### config.mk
export PLATFORM = sky130hd
export DESIGN_NAME = pixel_scan_gen_flat
export DESIGN_NICKNAME = d
export VERILOG_FILES = /design/src/rtl/render_pkg.sv /design/src/rtl/pixel_scan_gen_if.sv /design/src/rtl/pixel_scan_gen_scan_counter.sv /design/src/rtl/pixel_scan_gen.sv /design/src/flat_wrapper.sv
export SDC_FILE = /design/constraint.sdc
export NUM_CORES = 1
export LEC_CHECK = 0
export ABC_AREA = 1
export BUFFER_PORTS_ARGS = -buffer_cell sky130_fd_sc_hd__buf_2
export CAP_MARGIN = 15
export CORE_MARGIN = 4
export CORE_UTILIZATION = 50
export DETAILED_ROUTE_END_ITERATION = 6
export PLACE_DENSITY = 0.83
export SLEW_MARGIN = 0
export SYNTH_ARGS = -nofsm -noshare
export SYNTH_HDL_FRONTEND = slang
export SYNTH_SLANG_ARGS = --single-unit
### constraint.sdc
create_clock -name clk -period 3.3 [get_ports clk]
set_clock_uncertainty 0.2 [all_clocks]
set_input_delay 0.66 -clock clk [delete_from_list [all_inputs] [get_ports clk]]
set_output_delay 0.66 -clock clk [all_outputs]
set_load 0.02 [all_outputs]
### src/rtl/render_pkg.sv
// Shared constants and types for the shape-render chain.
// Coordinate widths, off-screen markers and the raster FSM states.
package render_pkg;

  localparam int X_W     = 11;
  localparam int Y_W     = 12;
  localparam int COLOR_W = 8;

  localparam logic signed [X_W-1:0] OFFSCREEN_X = '1;
  localparam logic signed [Y_W-1:0] OFFSCREEN_Y = '1;

  typedef enum logic {
    IDLE,
    SCAN
  } state_t;

  typedef struct packed {
    logic signed [X_W-1:0] x;
    logic signed [Y_W-1:0] y;
    logic [COLOR_W-1:0]    r;
    logic [COLOR_W-1:0]    g;
    logic [COLOR_W-1:0]    b;
    logic                  valid;
    logic                  sof;
    logic                  eol;
    logic                  eof;
  } pix_t;

  function automatic int cnt_w(int n);
    return (n > 1) ? $clog2(n) : 1;
  endfunction

  // Off-screen coordinates keep every downstream shape test false.
  function automatic pix_t idle_pix(
    logic [COLOR_W-1:0] r,
    logic [COLOR_W-1:0] g,
    logic [COLOR_W-1:0] b
  );
    pix_t p;
    p.x     = OFFSCREEN_X;
    p.y     = OFFSCREEN_Y;
    p.r     = r;
    p.g     = g;
    p.b     = b;
    p.valid = 1'b0;
    p.sof   = 1'b0;
    p.eol   = 1'b0;
    p.eof   = 1'b0;
    return p;
  endfunction

endpackage

### src/rtl/pixel_scan_gen_if.sv
// Control and pixel bundle of the raster source.
// master = generator side, slave = consumer/controller side.
interface pixel_scan_gen_if;
  import render_pkg::*;

  logic                  start;
  logic                  continuous;
  logic                  stall;
  logic                  abort;
  logic signed [X_W-1:0] x_out;
  logic signed [Y_W-1:0] y_out;
  logic [COLOR_W-1:0]    r_out;
  logic [COLOR_W-1:0]    g_out;
  logic [COLOR_W-1:0]    b_out;
  logic                  valid;
  logic                  sof;
  logic                  eol;
  logic                  eof;
  logic                  busy;
  logic [15:0]           frame_count;

  modport master (
    input  start,
    input  continuous,
    input  stall,
    input  abort,
    output x_out,
    output y_out,
    output r_out,
    output g_out,
    output b_out,
    output valid,
    output sof,
    output eol,
    output eof,
    output busy,
    output frame_count
  );

  modport slave (
    output start,
    output continuous,
    output stall,
    output abort,
    input  x_out,
    input  y_out,
    input  r_out,
    input  g_out,
    input  b_out,
    input  valid,
    input  sof,
    input  eol,
    input  eof,
    input  busy,
    input  frame_count
  );

endinterface

### src/rtl/pixel_scan_gen_scan_counter.sv
// Modulo-MAX up counter with a same-cycle wrap strobe.
// wrap is high only on the increment that returns count to zero.
module scan_counter #(
  parameter int MAX = 2,
  parameter int W   = 1
) (
  input  logic         clk,
  input  logic         rst,
  input  logic         clr,
  input  logic         inc,
  output logic [W-1:0] count,
  output logic         wrap
);

  localparam logic [W-1:0] LAST = W'(MAX - 1);

  assign wrap = inc && (count == LAST);

  always_ff @(posedge clk) begin
    if (rst || clr) begin
      count <= '0;
    end else if (inc) begin
      count <= wrap ? '0 : count + W'(1);
    end
  end

endmodule

### src/rtl/pixel_scan_gen.sv
// Row-major raster source feeding the first shape renderer.
// One registered pixel per clock, with off-screen idle output.
module pixel_scan_gen
  import render_pkg::*;
#(
  parameter int                 H_ACTIVE = 640,
  parameter int                 V_ACTIVE = 480,
  parameter logic [COLOR_W-1:0] BG_R     = 8'h00,
  parameter logic [COLOR_W-1:0] BG_G     = 8'h00,
  parameter logic [COLOR_W-1:0] BG_B     = 8'h00
) (
  input logic               clk,
  input logic               rst,
  pixel_scan_gen_if.master  bus
);

  localparam int XCW = cnt_w(H_ACTIVE);
  localparam int YCW = cnt_w(V_ACTIVE);

  localparam logic [XCW-1:0] X_LAST = XCW'(H_ACTIVE - 1);
  localparam logic [YCW-1:0] Y_LAST = YCW'(V_ACTIVE - 1);

  state_t         state;
  state_t         state_nxt;
  logic [XCW-1:0] xc;
  logic [YCW-1:0] yc;
  logic           adv;
  logic           clr;
  logic           x_wrap;
  logic           y_wrap;
  logic           busy_q;
  logic [15:0]    frame_q;
  pix_t           pix_d;
  pix_t           pix_q;

  // Counters sit at zero whenever no frame is running.
  always_comb begin
    adv = (state == SCAN) && !bus.abort && !bus.stall;
    clr = (state == IDLE) || bus.abort;
  end

  scan_counter #(
    .MAX (H_ACTIVE),
    .W   (XCW)
  ) u_xc (
    .clk   (clk),
    .rst   (rst),
    .clr   (clr),
    .inc   (adv),
    .count (xc),
    .wrap  (x_wrap)
  );

  scan_counter #(
    .MAX (V_ACTIVE),
    .W   (YCW)
  ) u_yc (
    .clk   (clk),
    .rst   (rst),
    .clr   (clr),
    .inc   (x_wrap),
    .count (yc),
    .wrap  (y_wrap)
  );

  always_comb begin
    state_nxt = state;
    unique case (state)
      IDLE: begin
        if (bus.start && !bus.abort) begin
          state_nxt = SCAN;
        end
      end
      SCAN: begin
        if (bus.abort) begin
          state_nxt = IDLE;
        end else if (y_wrap && !bus.continuous) begin
          state_nxt = IDLE;
        end
      end
    endcase
  end

  always_comb begin
    pix_d = idle_pix(BG_R, BG_G, BG_B);
    if (adv) begin
      pix_d.valid = 1'b1;
      pix_d.x     = X_W'(xc);
      pix_d.y     = Y_W'(yc);
      pix_d.sof   = (xc == '0) && (yc == '0);
      pix_d.eol   = (xc == X_LAST);
      pix_d.eof   = (xc == X_LAST) && (yc == Y_LAST);
    end
  end

  // busy tracks the output stream, so it rises with (0,0)
  // and falls on the first idle cycle after eof or abort.
  always_ff @(posedge clk) begin
    if (rst) begin
      state   <= IDLE;
      pix_q   <= idle_pix(BG_R, BG_G, BG_B);
      busy_q  <= 1'b0;
      frame_q <= '0;
    end else begin
      state  <= state_nxt;
      pix_q  <= pix_d;
      busy_q <= (state == SCAN) && !bus.abort;
      if (y_wrap) begin
        frame_q <= frame_q + 16'd1;
      end
    end
  end

  assign bus.x_out       = pix_q.x;
  assign bus.y_out       = pix_q.y;
  assign bus.r_out       = pix_q.r;
  assign bus.g_out       = pix_q.g;
  assign bus.b_out       = pix_q.b;
  assign bus.valid       = pix_q.valid;
  assign bus.sof         = pix_q.sof;
  assign bus.eol         = pix_q.eol;
  assign bus.eof         = pix_q.eof;
  assign bus.busy        = busy_q;
  assign bus.frame_count = frame_q;

endmodule

### src/flat_wrapper.sv
// flat-port wrapper written by rule: the top's interface ports become plain ports
module pixel_scan_gen_flat import render_pkg::*;
#(
  parameter int                 H_ACTIVE = 640,
  parameter int                 V_ACTIVE = 480,
  parameter logic [COLOR_W-1:0] BG_R     = 8'h00,
  parameter logic [COLOR_W-1:0] BG_G     = 8'h00,
  parameter logic [COLOR_W-1:0] BG_B     = 8'h00
)
  (clk, rst, bus_start, bus_continuous, bus_stall, bus_abort, bus_x_out, bus_y_out, bus_r_out, bus_g_out, bus_b_out, bus_valid, bus_sof, bus_eol, bus_eof, bus_busy, bus_frame_count);
  pixel_scan_gen_if bus_i ();
  input logic clk;
  input logic rst;
  input wire logic [$bits(bus_i.start)-1:0] bus_start;
  input wire logic [$bits(bus_i.continuous)-1:0] bus_continuous;
  input wire logic [$bits(bus_i.stall)-1:0] bus_stall;
  input wire logic [$bits(bus_i.abort)-1:0] bus_abort;
  output wire logic [$bits(bus_i.x_out)-1:0] bus_x_out;
  output wire logic [$bits(bus_i.y_out)-1:0] bus_y_out;
  output wire logic [$bits(bus_i.r_out)-1:0] bus_r_out;
  output wire logic [$bits(bus_i.g_out)-1:0] bus_g_out;
  output wire logic [$bits(bus_i.b_out)-1:0] bus_b_out;
  output wire logic [$bits(bus_i.valid)-1:0] bus_valid;
  output wire logic [$bits(bus_i.sof)-1:0] bus_sof;
  output wire logic [$bits(bus_i.eol)-1:0] bus_eol;
  output wire logic [$bits(bus_i.eof)-1:0] bus_eof;
  output wire logic [$bits(bus_i.busy)-1:0] bus_busy;
  output wire logic [$bits(bus_i.frame_count)-1:0] bus_frame_count;
  assign bus_i.start = bus_start;
  assign bus_i.continuous = bus_continuous;
  assign bus_i.stall = bus_stall;
  assign bus_i.abort = bus_abort;
  assign bus_x_out = bus_i.x_out;
  assign bus_y_out = bus_i.y_out;
  assign bus_r_out = bus_i.r_out;
  assign bus_g_out = bus_i.g_out;
  assign bus_b_out = bus_i.b_out;
  assign bus_valid = bus_i.valid;
  assign bus_sof = bus_i.sof;
  assign bus_eol = bus_i.eol;
  assign bus_eof = bus_i.eof;
  assign bus_busy = bus_i.busy;
  assign bus_frame_count = bus_i.frame_count;
  pixel_scan_gen #(.H_ACTIVE(H_ACTIVE), .V_ACTIVE(V_ACTIVE), .BG_R(BG_R), .BG_G(BG_G), .BG_B(BG_B)) u_core (.clk(clk), .rst(rst), .bus(bus_i));
endmodule
# After elaboration in Yosys (flattened, before gate mapping)
# Cells that the tools add are included.
dict set report totals {
  input_bits 6
  elab_cells 44
  reg_bits 64
}
dict set report op_classes {
  addsub 3
  reduce_logical 16
  bitwise_logic 2
  n_eq_ne 2
  mux 8
}
# operator n
set ops {}
lappend ops {{23-bit 2-to-1 mux} 1}
lappend ops {{16-bit by 1-bit adder with 16-bit output, second input constant} 1}
lappend ops {{10-bit by 1-bit adder with 10-bit output, second input constant} 1}
lappend ops {{10-bit equality test, second input constant} 1}
lappend ops {{10-bit zero test} 1}
lappend ops {{10-bit 2-to-1 mux} 1}
lappend ops {{9-bit by 1-bit adder with 9-bit output, second input constant} 1}
lappend ops {{9-bit equality test, second input constant} 1}
lappend ops {{9-bit zero test} 1}
lappend ops {{9-bit 2-to-1 mux} 1}
lappend ops {{1-bit logical AND} 8}
lappend ops {{4-bit 2-to-1 mux} 1}
lappend ops {{1-bit zero test} 3}
lappend ops {{1-bit 2-to-1 mux} 3}
lappend ops {{1-bit logical OR} 2}
lappend ops {{1-bit inverter} 2}
lappend ops {{1-bit case mux with 2 select lines} 1}
lappend ops {{2-bit OR reduction} 1}

# Longest topological paths before layout
# Gate-level depths: netlist (run 1).
dict set report depth {
  word_depth 9
  ltp_mapped 10
}

# Hierarchy
# From an unflattened synthesis (run 1), not the netlist that was laid out.
dict set report unflattened {
  cells_unflattened 393
  hier_area_um2 2906.5
}
# mod n_inst seq_area_each_um2 area_per_inst_um2 cells_per_inst
set modules_own_cells {}
lappend modules_own_cells {pixel_scan_gen 1 840.8 1864.3 243}
lappend modules_own_cells {{scan_counter (u_core.u_xc)} 1 200.2 561.8 83}
lappend modules_own_cells {{scan_counter (u_core.u_yc)} 1 180.2 480.5 67}

# Worst setup path after synthesis (run 1)
# No wires, ideal clock.
dict set report synth_path {
  path_type {input port to flip-flop}
  startpoint {input port bus_stall}
  endpoint {register u_core.u_xc.count[9]}
  stages 9
  setup_ps 115
  required_ps 2985
  arrival_ps 1563
  slack_ps 1422
  cell_sequence {inv_1 > nand2_1 > nor2_4 > nand3_4 > clkbuf_8 > nand2_1 > inv_1 > nand2_1 > nor2_1}
}
dict set report synth_via {
  elab_chain_len 4
}
# element line_no
set synth_rtl {}
lappend synth_rtl {{start, declared} flat_wrapper.sv:16} ;# input wire logic [$bits(bus_i.stall)-1:0] bus_stall;
lappend synth_rtl {{1-bit zero test (*)} pixel_scan_gen.sv:38} ;# adv = (state == SCAN) && !bus.abort && !bus.stall;
lappend synth_rtl {{1-bit logical AND (*)} pixel_scan_gen.sv:38}
lappend synth_rtl {{1-bit logical AND} pixel_scan_gen_scan_counter.sv:17} ;# assign wrap = inc && (count == LAST);
lappend synth_rtl {{10-bit 2-to-1 mux} pixel_scan_gen_scan_counter.sv:23} ;# count <= wrap ? '0 : count + W'(1);
lappend synth_rtl {{end signal, assigned} pixel_scan_gen_scan_counter.sv:23}
lappend synth_rtl {{end, declared} pixel_scan_gen_scan_counter.sv:11} ;# output logic [W-1:0] count,
# Every way passes the cells marked *; elsewhere a longest branch is shown, timed or not.
# A chain may end at the register's enable or synchronous reset.

# Worst setup path after layout (run 1)
dict set report layout_path {
  startpoint {register u_core.u_xc.count[1]}
  endpoint {register u_core.u_yc.count[5]}
}
dict set report layout_via {
  elab_chain_len 4
}
# element line_no
set layout_rtl {}
lappend layout_rtl {{10-bit equality test (*)} pixel_scan_gen_scan_counter.sv:17}
lappend layout_rtl {{1-bit logical AND (*)} pixel_scan_gen_scan_counter.sv:17}
lappend layout_rtl {{1-bit logical AND} pixel_scan_gen_scan_counter.sv:17}
lappend layout_rtl {{9-bit 2-to-1 mux} pixel_scan_gen_scan_counter.sv:23}
lappend layout_rtl {{end signal, assigned} pixel_scan_gen_scan_counter.sv:23}
lappend layout_rtl {{end, declared} pixel_scan_gen_scan_counter.sv:11}
# Marks and branches as above.

==> results of run 1 <==
[stage by stage]
step,instances,instance area (sq um),hold WS [ns],setup WS [ns],util [%]
finish,508,3250,0.284,1.29,58.9
global route,508,3250,0.316,1.12,58.9
CTS,508,3250,0.283,1.30,58.9
detailed placement,492,3020,0.266,1.03,54.9
global placement,492,3020,0.258,1.11,54.9
floorplan,401,2920,0.233,1.42,-
[flip-flops by register name (all words and copies together) (netlist names)]
register,cells
u_core.bus.eof,1
u_core.u_yc.count,9
u_core.bus.y_out,10
u_core.bus.frame_count,16
u_core.bus.busy,1
u_core.bus.valid,1
u_core.bus.sof,1
u_core.u_xc.count,10
u_core.state,1
u_core.bus.eol,1
u_core.bus.x_out,10
[logic make-up (layout without fill, tap and decap cells)]
family,Yosys count,in the layout,synth area share [%]
AND/OR/NAND/NOR,196,196,32.0
buffers and inverters,76,111,14.3
flip-flops,61,61,43.2
AO/OA/AOI/OAI,33,33,6.32
XOR/XNOR,6,6,1.86
adder cells (fa/ha/maj),5,5,2.21
other,1,24,0.133
[Yosys cell counts, types with 2 or more instances]
cell type	instances	area, sq um
nor2_4	4	45.0
nand3_1	23	115
ha_1	5	62.6
inv_1	43	161
or2_2	3	18.8
nor2_2	4	25.0
buf_4	27	203
xor2_1	4	35.0
a21oi_1	23	115
nor3_1	4	20.0
nor2_1	46	173
dfxtp_1	61	1220
nand2_1	96	360
nand3_2	2	20.0
xnor2_1	2	17.5
nand4_1	9	56.3
o21ai_0	5	25.0
[final cells by class]
cell class / count / area [sq um]
Sequential cell: 61 / 1220
Tap cell: 72 / 90.1
Timing Repair Buffer: 50 / 253
Clock buffer: 10 / 138
Clock inverter: 6 / 86.3
Fill cell: 501 / 2260
Multi-Input combinational cell: 264 / 1290
Inverter: 45 / 169
[cells in the final DEF (no fill, tap or decap), types with 4 or more instances in the layout]
master / n
nand2_1: 96
conb_1: 24
nor3_1: 4
a21oi_1: 23
nor2_1: 46
buf_2: 49
nand3_1: 23
clkbuf_8: 10
nor2_4: 4
ha_1: 5
nor2_2: 4
xor2_1: 4
dfxtp_1: 61
o21ai_0: 5
nand4_1: 9
inv_1: 43
[worst min path at each step]
stage | from | endpoint | slack [ns] | cells after the start
after floorplan | u_core.u_xc.count[4] | u_core.bus.x_out[4] | 0.23 | 2
after global placement | u_core.u_xc.count[4] | u_core.bus.x_out[4] | 0.26 | 2
after detailed placement | u_core.u_yc.count[4] | u_core.bus.y_out[4] | 0.27 | 2
after CTS | u_core.u_xc.count[8] | u_core.bus.x_out[8] | 0.28 | 2
after global routing | u_core.u_yc.count[4] | u_core.bus.y_out[4] | 0.32 | 2
final | u_core.u_xc.count[8] | u_core.bus.x_out[8] | 0.28 | 2
[report_power, final]
part	internal, mW	switching (mW)	total, mW
logic	0.00831	0.0430	0.0513
registers	0.740	0.00136	0.741
clock network	0.444	0.297	0.741
[tightest hold or removal path: cells and delay by family, from the launching register on]
family,cells,cell delay (ns)
buffers and inverters,1,0.07
flip-flops,1,0.32
AND/OR/NAND/NOR,1,0.05
[per-layer routing]
layer	global-route usage, %	vias to the layer above	wire [um]
met4	8.47	0	100
met3	5.06	10	273
met1	19.3	1095	2510
met2	31.0	55	3040
met5	0	-	0
li1	-	1246	-
==> metrics.log, run 1 <==
INFO  metric status = finished, final reports clean
INFO  metric route.antenna.remaining_nets = 0
INFO  metric setup.worst_path.start = u_core.u_xc.count[1]
INFO  metric gp_congestion = 0.853
INFO  metric start_util = 51.4%
INFO  metric cp_num_cells = 10
INFO  metric gr_ovfl_total = 0
INFO  metric stage_delay_of_the_slowest_cell_on_the_critical_path = 0.39 ns
INFO  metric wl_per_cell = approximately 12 um
INFO  metric clkSlewWorstSetupHoldPaths = 0.07 ns
INFO  metric cts_tree = done
INFO  metric grt_setup_unrepaired = false
INFO  metric period_share = 61.0%
INFO  metric post-cts-setup-buffers = 0
INFO  metric vdd_drop_max = between 0.2 and 0.3 mV
INFO  metric worst-endpoint-arrival = 2.04 ns
INFO  metric synth_cells = 378
INFO  metric die_x = 83.2 um
INFO  metric vias_in_the_first_global_route = 2277
INFO  metric timing.critical_path.slowest_stage_cell = dfxtp_1
INFO  metric critPathCapture = u_core.u_yc.count[5]
INFO  metric synth_seq_cells = 61
INFO  metric antenna_found_initial = 0
INFO  metric finalWorstPathRequiredPeriod = 2.01 ns
INFO  metric cts_buffers = 9
INFO  metric synth.cell_area = between 2000 and 3000 sq um
INFO  metric maxCapViolCount = 0
INFO  metric critical_path.most_common_cell = nand2_1
INFO  metric drt_drc_violations_left = 0
INFO  metric die_y = 83.2 um
INFO  metric grt_first_pass_wirelength = 9920 um
INFO  metric synthArstFlopShare = 0%
INFO  metric reg2regPathDepth = 10
INFO  metric crit_chain = ha_1, nand3_2, nor2_4, nand3_4, inv_1, nand2_1, nand2_1, inv_1, nand2_1, nor2_1
INFO  metric synth-edff-count = 0
INFO  metric register_area_share_after_synthesis = 43.2%
INFO  metric nNetsFinal = 442
INFO  metric std_cell_rows = 27
INFO  metric total_leakage_power = 1.42 nW
INFO  metric clkLatencyLatePin = 0.34 ns
INFO  metric critical_path_buffers_and_inverters = 2
INFO  metric yosysUniqueCellTypes = 34
INFO  metric cts-root-buf = clkbuf_8
INFO  metric cts_buffer_depth = 2
INFO  metric buffer_ports.inserted = 49
INFO  metric grt_max_degree = 19
INFO  metric fp.coreArea = 5510 sq um
INFO  metric setup_viol = 0
INFO  metric drive_above_1_share = between 10% and 20%
INFO  metric crit-reg2reg-launch = u_core.u_xc.count[1]
INFO  metric die-area = 6930 sq um
INFO  metric synth_area_per_cell = 7.48 sq um
INFO  metric yosysWarningCount = 0
INFO  metric grt_usage = roughly 18%
INFO  metric fmax = 0.497 GHz
INFO  metric detail_route.iter0.violations = 96
INFO  metric dr.pass1.iters = 4
INFO  metric criticalPathCategory = flop to flop
INFO  metric regToRegEndpoint = u_core.u_yc.count[5]
INFO  metric cts-htree-levels = 3
INFO  metric area_growth_syn_to_layout = 14.7%
INFO  metric drt-total-wl = roughly 5900 um
INFO  metric totalNegativeSetupSlack = 0 ns
INFO  metric cts.sinks = ~60
INFO  metric critical_path_maximum_fanout = 12
INFO  metric antenna_cells_inserted = 0
INFO  metric crit_path_start_kind = flop
INFO  metric critical-path-top-delay-family = simple AND/OR/NAND/NOR gates
INFO  metric worstPathRequired = around 3.3 ns
INFO  metric slew_viol_final = 0
INFO  metric r2r_slack = 1.29 ns
INFO  metric cts_repair_resize_count = 0
INFO  metric finalHoldViolCount = 0
INFO  metric post-layout-total-power = 1.53 mW
INFO  metric dr_total_vias = roughly 2.4k
INFO  metric hpwlAfterDp = between 4000 and 5000 um
INFO  metric powerDensity = 472 nW/um^2
INFO  metric io_pins = 74
INFO  metric worst_hold_path_type = flop to flop
INFO  metric critical_path.endpoint_type = flop
INFO  metric hold_buffers = 0
INFO  metric vias_per_cell = 4.74
INFO  metric synth_ff_type = dfxtp_1
Note: power is estimated with default switching activity, not from simulation.
==> inputs of run 2 (changes only) <==
--- a/config.mk
+++ b/config.mk
@@ -9,9 +9,9 @@
 export BUFFER_PORTS_ARGS = -buffer_cell sky130_fd_sc_hd__buf_2
 export CAP_MARGIN = 15
 export CORE_MARGIN = 4
-export CORE_UTILIZATION = 50
+export CORE_UTILIZATION = 47
 export DETAILED_ROUTE_END_ITERATION = 6
-export PLACE_DENSITY = 0.83
+export PLACE_DENSITY = 0.82
 export SLEW_MARGIN = 0
 export SYNTH_ARGS = -nofsm -noshare
 export SYNTH_HDL_FRONTEND = slang
==> constraint.sdc (replaced) <==
create_clock -name clk -period 1.84 [get_ports clk]
set_clock_uncertainty 0.2 [all_clocks]
set_input_delay 0.368 -clock clk [delete_from_list [all_inputs] [get_ports clk]]
set_output_delay 0.368 -clock clk [all_outputs]
set_load 0.02 [all_outputs]
==> metrics.log, run 2 (synthesized netlist as in run 1, its figures left out) <==
INFO  metric dr.pass1.iters = 5 (+1)
INFO  metric critical_path.endpoint_type = flop
INFO  metric route.antenna.remaining_nets = 0 (unchanged)
INFO  metric std_cell_rows = 27 (unchanged)
INFO  metric total_leakage_power = 1.55 nW (+9.2%)
INFO  metric grt_first_pass_wirelength = 10100 um (+1.5%)
INFO  metric criticalPathCategory = flop to flop
INFO  metric grt_usage = 17.3% (-0.32 points)
INFO  metric drt-total-wl = 6410 um (+8.1%)
INFO  metric cts_buffers = 9 (unchanged)
INFO  metric start_util = 49.8% (-1.5 points)
INFO  metric number_of_flip_flops_in_the_largest_register = 16 (unchanged)
INFO  metric area_growth_syn_to_layout = 24.3%
INFO  metric antenna_found_initial = 0 (unchanged)
INFO  metric maxCapViolCount = 0 (unchanged)
INFO  metric drive_above_1_share = 25.3% (+6.1 points)
INFO  metric crit_path_start_kind = flop
INFO  metric die_y = 85.6 um (+2.8%)
INFO  metric status = finished, final reports clean
INFO  metric stage_delay_of_the_slowest_cell_on_the_critical_path = 0.34 ns (-0.05 ns)
INFO  metric critical-path-top-delay-family = simple AND/OR/NAND/NOR gates
INFO  metric cts.sinks = 61 (unchanged)
INFO  metric vdd_drop_max = 0.567 mV (+100%)
INFO  metric nNetsFinal = 468 (+5.9%)
INFO  metric detail_route.iter0.violations = 91 (-5.2%)
INFO  metric cts_buffer_depth = 2 (unchanged)
INFO  metric period_share = 98.1% (+37 points)
INFO  metric reg2regPathDepth = 7 (-3)
INFO  metric vias_in_the_first_global_route = 2262 (-0.66%)
INFO  metric timing.final.ws_setup = 0.0354 ns (-1.25 ns)
INFO  metric hpwlAfterDp = 4480 um (+2.8%)
INFO  metric slew_viol_final = 0 (unchanged)
INFO  metric setup_viol = 0 (unchanged)
INFO  metric post-layout-total-power = 2.88 mW (+88%)
INFO  metric grt_max_degree = 18 (-1)
INFO  metric die-area = 7320 sq um (+5.8%)
INFO  metric place_worst_setup_slack = -0.0240 ns (-1.05 ns)
INFO  metric clkSlewWorstSetupHoldPaths = 0.07 ns (about the same)
INFO  metric wl_per_cell = 12.0 um (+2.9%)
INFO  metric finalWorstPathRequiredPeriod = 1.80 ns (-0.208 ns)
INFO  metric gp_congestion = 0.934 (+9.5%)
INFO  metric worst_hold_path_type = primary input to flop
INFO  metric crit_chain = ha_2, nand2_1, nor2_4, nand4_4, nor2_4, a21oi_1, nor2_1
INFO  metric hold_start = bus_continuous
INFO  metric buffer_ports.inserted = 49 (unchanged)
INFO  metric cts-htree-levels = 3 (unchanged)
INFO  metric whs_endpoint = u_core.state
INFO  metric vias_per_cell = 4.75 (+0.19%)
INFO  metric regToRegEndpoint = u_core.bus.frame_count[6]
INFO  metric io_pins = 74 (unchanged)
INFO  metric drt_drc_violations_left = 0 (unchanged)
INFO  metric cts-root-buf = clkbuf_8
INFO  metric min_delay_path_depth = 3 (+1)
INFO  metric gr_ovfl_total = 0 (unchanged)
INFO  metric die_x = 85.6 um (+2.8%)
INFO  metric critical_path_buffers_and_inverters = 0 (-2)
INFO  metric critical_path_maximum_fanout = 8 (-4)
INFO  metric dr_total_vias = 2534 (+5.3%)
INFO  metric worst-endpoint-arrival = 1.89 ns (-0.15 ns)
INFO  metric fp.coreArea = 5680 sq um (+3.1%)
INFO  metric mostFrequentLayoutCell = nand2_1
INFO  metric powerDensity = 820 nW/um^2 (+74%)
INFO  metric r2r_slack = 0.04 ns (-1.25 ns)
INFO  metric timing.critical_path.slowest_stage_cell = dfxtp_1
INFO  metric worstPathRequired = 1.93 ns (-1.40 ns)
INFO  metric most-common-layout-cells = 95 x nand2_1, 58 x dfxtp_1, 49 x buf_2, 45 x nor2_1, 42 x inv_1
INFO  metric filler_cell_count = 479 (-4.4%)
INFO  metric layout.area.seq = 1230 sq um (+0.51%)
INFO  metric multi_input_logic_area = 1340 sq um (+4.2%)
INFO  metric critical_path.most_common_cell = nor2_4
INFO  metric antenna_cells_inserted = 0 (unchanged)
INFO  metric finalHoldViolCount = 0 (unchanged)
INFO  metric crit-reg2reg-launch = u_core.u_yc.count[0]
INFO  metric fmax = 0.554 GHz (+12%)
INFO  metric clkLatencyLatePin = 0.35 ns (about the same)
INFO  metric cts_tree = done
[run 2: changes by cell type in the layout (fill, tap and decap cells not counted), sizes merged]
| cell | change |
|---|---|
| buf | +25 |
| clkinv | -2 |
| clkbuf | +2 |
| clkinvlp | -1 |
| nor2 | +1 |
| bufinv | +1 |
[run 2: tightest hold or removal path: stages]
cell	delay (ns)
buf_2	0.08
nor2_1	0.04
nor2_1	0.07
[run 2: stage by stage]
stage | std cells | hold WS [ns] | area (sq um) | TNS (ns) | util, %
2_1_floorplan | 401 | 0.233 | 2920 | 0 | -
3_3_place_gp | 508 | 0.264 | 3140 | 0 | 55.4
3_5_place_dp | 508 | 0.267 | 3140 | -0.0428 | 55.4
4_1_cts | 524 | 0.0372 | 3390 | 0 | 59.7
5_1_grt | 534 | 0.0375 | 3520 | -0.216 | 62.0
6_report | 534 | 0.0481 | 3520 | 0 | 62.0
[run 2: worst max-delay path by stage]
| stage | startpoint | endpoint | slack, ns | cells past startpoint |
|---|---|---|---|---|
| after detailed placement | u_core.u_xc.count[1] | u_core.bus.frame_count[6] | -0.02 | 8 |
| final | u_core.u_yc.count[0] | u_core.bus.frame_count[6] | 0.04 | 7 |
| after global routing | u_core.u_yc.count[0] | u_core.bus.frame_count[6] | -0.04 | 7 |
| after floorplan | u_core.u_yc.count[0] | u_core.bus.frame_count[15] | 0.15 | 9 |
| after global placement | u_core.u_xc.count[1] | u_core.bus.frame_count[15] | 0.07 | 8 |
| after CTS | u_core.u_xc.count[1] | u_core.bus.frame_count[6] | 0.005 | 8 |
[run 2: final cells by class]
cell class	count	area share [%]
clock inverters	4	2.70
clock buffers	12	4.13
flip-flops and latches	61	34.9
multi-input cells	265	38.2
well taps	72	2.56
repair buffers	75	12.7
inverters	45	4.80
[run 2: metal layers]
layer | global-route usage [%] | routed length, um | up-vias | part of all wire (%)
met4 | 11.2 | 142 | 0 | 2.2
met2 | 26.7 | 2980 | 94 | 47
met5 | 0 | 0 | - | 0
li1 | - | - | 1305 | -
met3 | 4.23 | 557 | 16 | 8.7
met1 | 21.4 | 2730 | 1119 | 43
[run 2: timing repair]
item | 4_1_cts | 5_1_grt
hold buffers | 0 | 0
endpoints found under the setup margin | 3 | 29
hold endpoints to repair | 0 | 0
setup buffers | 0 | 9
cloned | 0 | 1
resized for setup | 1 | 18
pin swaps | 1 | 7
[run 2: power by group]
group	switching, mW	internal [mW]
combinational	0.0794	0.0194
sequential	0.00235	1.33
clock	0.521	0.936
total	0.603	2.28
==> inputs of run 3 (changes only) <==
--- a/config.mk
+++ b/config.mk
@@ -9,9 +9,10 @@
 export BUFFER_PORTS_ARGS = -buffer_cell sky130_fd_sc_hd__buf_2
 export CAP_MARGIN = 15
 export CORE_MARGIN = 4
-export CORE_UTILIZATION = 47
+export CORE_UTILIZATION = 50
+export CTS_CLUSTER_DIAMETER = 120
 export DETAILED_ROUTE_END_ITERATION = 6
-export PLACE_DENSITY = 0.82
+export PLACE_DENSITY = 0.83
 export SLEW_MARGIN = 0
 export SYNTH_ARGS = -nofsm -noshare
 export SYNTH_HDL_FRONTEND = slang
==> constraint.sdc (replaced) <==
create_clock -name clk -period 2.2 [get_ports clk]
set_clock_uncertainty 0.2 [all_clocks]
set_input_delay 0.44 -clock clk [delete_from_list [all_inputs] [get_ports clk]]
set_output_delay 0.44 -clock clk [all_outputs]
set_load 0.02 [all_outputs]
==> metrics.log, run 3 (synthesized netlist as in run 1, its figures left out) <==
INFO  metric r2r_slack = 0.21 ns (+0.17 ns)
INFO  metric cts.sinks = 61 (unchanged)
INFO  metric grt_max_degree = 18 (unchanged)
INFO  metric vias_per_cell = 4.83 (+1.9%)
INFO  metric buffer_ports.inserted = 49 (unchanged)
INFO  metric clkSlewWorstSetupHoldPaths = 0.07 ns (about the same)
INFO  metric gr_ovfl_total = 0 (unchanged)
INFO  metric fmax = 0.501 GHz (-9.5%)
INFO  metric start_util = 51.4% (+1.5 points)
INFO  metric detail_route.iter0.violations = 91 (unchanged)
INFO  metric regToRegEndpoint = u_core.u_yc.count[5]
INFO  metric grt_usage = 18.3% (+1.0 points)
INFO  metric post-layout-total-power = 2.08 mW (-28%)
INFO  metric critical_path.endpoint_type = flop
INFO  metric die_y = 83.2 um (-2.8%)
INFO  metric crit-reg2reg-launch = u_core.u_xc.count[0]
INFO  metric most-common-layout-cells = 96 x nand2_1, 61 x dfxtp_1, 49 x buf_2, 46 x nor2_1, 43 x inv_1
INFO  metric die-area = 6930 sq um (-5.4%)
INFO  metric worst_hold_path_type = primary input to flop
INFO  metric wl_per_cell = 12.0 um (about the same)
INFO  metric area_growth_syn_to_layout = 13.6%
INFO  metric fp.coreArea = 5510 sq um (-3.0%)
INFO  metric std_cell_rows = 27 (unchanged)
INFO  metric whs = 0.149 ns (+0.101 ns)
INFO  metric cts-htree-levels = 3 (unchanged)
INFO  metric critPathCapture = u_core.u_yc.count[5]
INFO  metric gp_congestion = 0.911 (-2.5%)
INFO  metric crit_path_start_kind = flop
INFO  metric setup.worst_path.start = u_core.u_xc.count[0]
INFO  metric cts-root-buf = clkbuf_8
INFO  metric post-cts-setup-buffers = 0 (unchanged)
INFO  metric slew_viol_final = 0 (unchanged)
INFO  metric hold_buffers = 0 (unchanged)
INFO  metric clkLatencyLatePin = 0.35 ns (about the same)
INFO  metric grt_setup_unrepaired = false
INFO  metric drt-total-wl = 6130 um (-4.5%)
INFO  metric vias_in_the_first_global_route = 2302 (+1.8%)
INFO  metric mostFrequentLayoutCell = nand2_1
INFO  metric finalWorstPathRequiredPeriod = 1.99 ns (+0.190 ns)
INFO  metric io_pins = 74 (unchanged)
INFO  metric dr_total_vias = 2465 (-2.7%)
INFO  metric cts_repair_resize_count = 0 (-1)
INFO  metric maxCapViolCount = 0 (unchanged)
INFO  metric finalHoldViolCount = 0 (unchanged)
INFO  metric cts_buffers = 9 (unchanged)
INFO  metric worstPathRequired = 2.24 ns (+0.31 ns)
INFO  metric drt_drc_violations_left = 0 (unchanged)
INFO  metric worst-endpoint-arrival = 2.04 ns (+0.15 ns)
INFO  metric drive_above_1_share = 19.4% (-5.9 points)
INFO  metric status = finished, final reports clean
INFO  metric reg2regPathDepth = 10 (+3)
INFO  metric powerDensity = 647 nW/um^2 (-21%)
INFO  metric antenna_cells_inserted = 0 (unchanged)
INFO  metric number_of_flip_flops_in_the_largest_register = 16 (unchanged)
INFO  metric totalNegativeSetupSlack = 0 ns (unchanged)
INFO  metric route.antenna.remaining_nets = 0 (unchanged)
INFO  metric dr.pass1.iters = 4 (-1)
INFO  metric grt_first_pass_wirelength = 10300 um (+2.1%)
INFO  metric cts_buffer_depth = 2 (unchanged)
INFO  metric final_util = 58.4% (-3.6 points)
INFO  metric die_x = 83.2 um (-2.8%)
INFO  metric antenna_found_initial = 0 (unchanged)
INFO  metric vdd_drop_max = 0.496 mV (-12%)
INFO  metric cts_tree = done
INFO  metric nNetsFinal = 444 (-5.1%)
INFO  metric hpwlAfterDp = 4660 um (+4.0%)
INFO  metric criticalPathCategory = flop to flop
INFO  metric min_delay_path_depth = 3 (unchanged)
INFO  metric setup_viol = 0 (unchanged)
INFO  metric period_share = 90.6% (-7.4 points)
INFO  metric total_leakage_power = 1.40 nW (-9.1%)
INFO  metric critical_path_maximum_fanout = 8 (unchanged)
[run 3: per-layer routing]
layer  track usage (%)  vias up  share of wire (%)
li1                  -     1253                  -
met4              9.51        0                2.8
met2              31.4       65                 51
met5                 0        -                  0
met1              19.6     1130                 41
met3              6.75       17                5.2
[run 3: layout make-up]
type	instances	area [sq um]
timing repair buffer	52	268
inverter	45	169
multi-input combinational	264	1290
sequential	61	1220
fill	506	2290
tap	72	90.1
clock buffer	12	155
clock inverter	4	22.5
[run 3: worst min-delay path by stage]
stage / start / to / slack [ns]
floorplan: u_core.u_xc.count[4] / u_core.bus.x_out[4] / 0.23
detailed placement: u_core.u_xc.count[4] / u_core.bus.x_out[4] / 0.28
finish: bus_continuous / u_core.state / 0.15
CTS: bus_continuous / u_core.state / 0.13
global route: bus_continuous / u_core.state / 0.14
global placement: u_core.u_xc.count[4] / u_core.bus.x_out[4] / 0.26
[run 3: power by group]
| part | internal, mW | leakage, nW | switching (mW) |
|---|---|---|---|
| clock | 0.464 | 0.0921 | 0.426 |
| sequential | 1.11 | 0.493 | 0.00222 |
| combinational | 0.0125 | 0.820 | 0.0649 |
[run 3: critical path, stage by stage, from the launching register on]
cell and delay, ns:
dfxtp_1 0.39, ha_1 0.24, nand3_2 0.11, nor2_4 0.16
nand3_4 0.18, inv_1 0.14, nand2_1 0.10, nand2_1 0.19
inv_1 0.08, nand2_1 0.06, nor2_1 0.04
[run 3: per-stage QoR]
step	cells	setup WS, ns	cell area (sq um)
after floorplan	401	0.506	2920
after global placement	494	0.253	3040
after detailed placement	494	0.161	3040
after CTS	510	0.215	3210
after global routing	510	0.0322	3210
final	510	0.206	3210
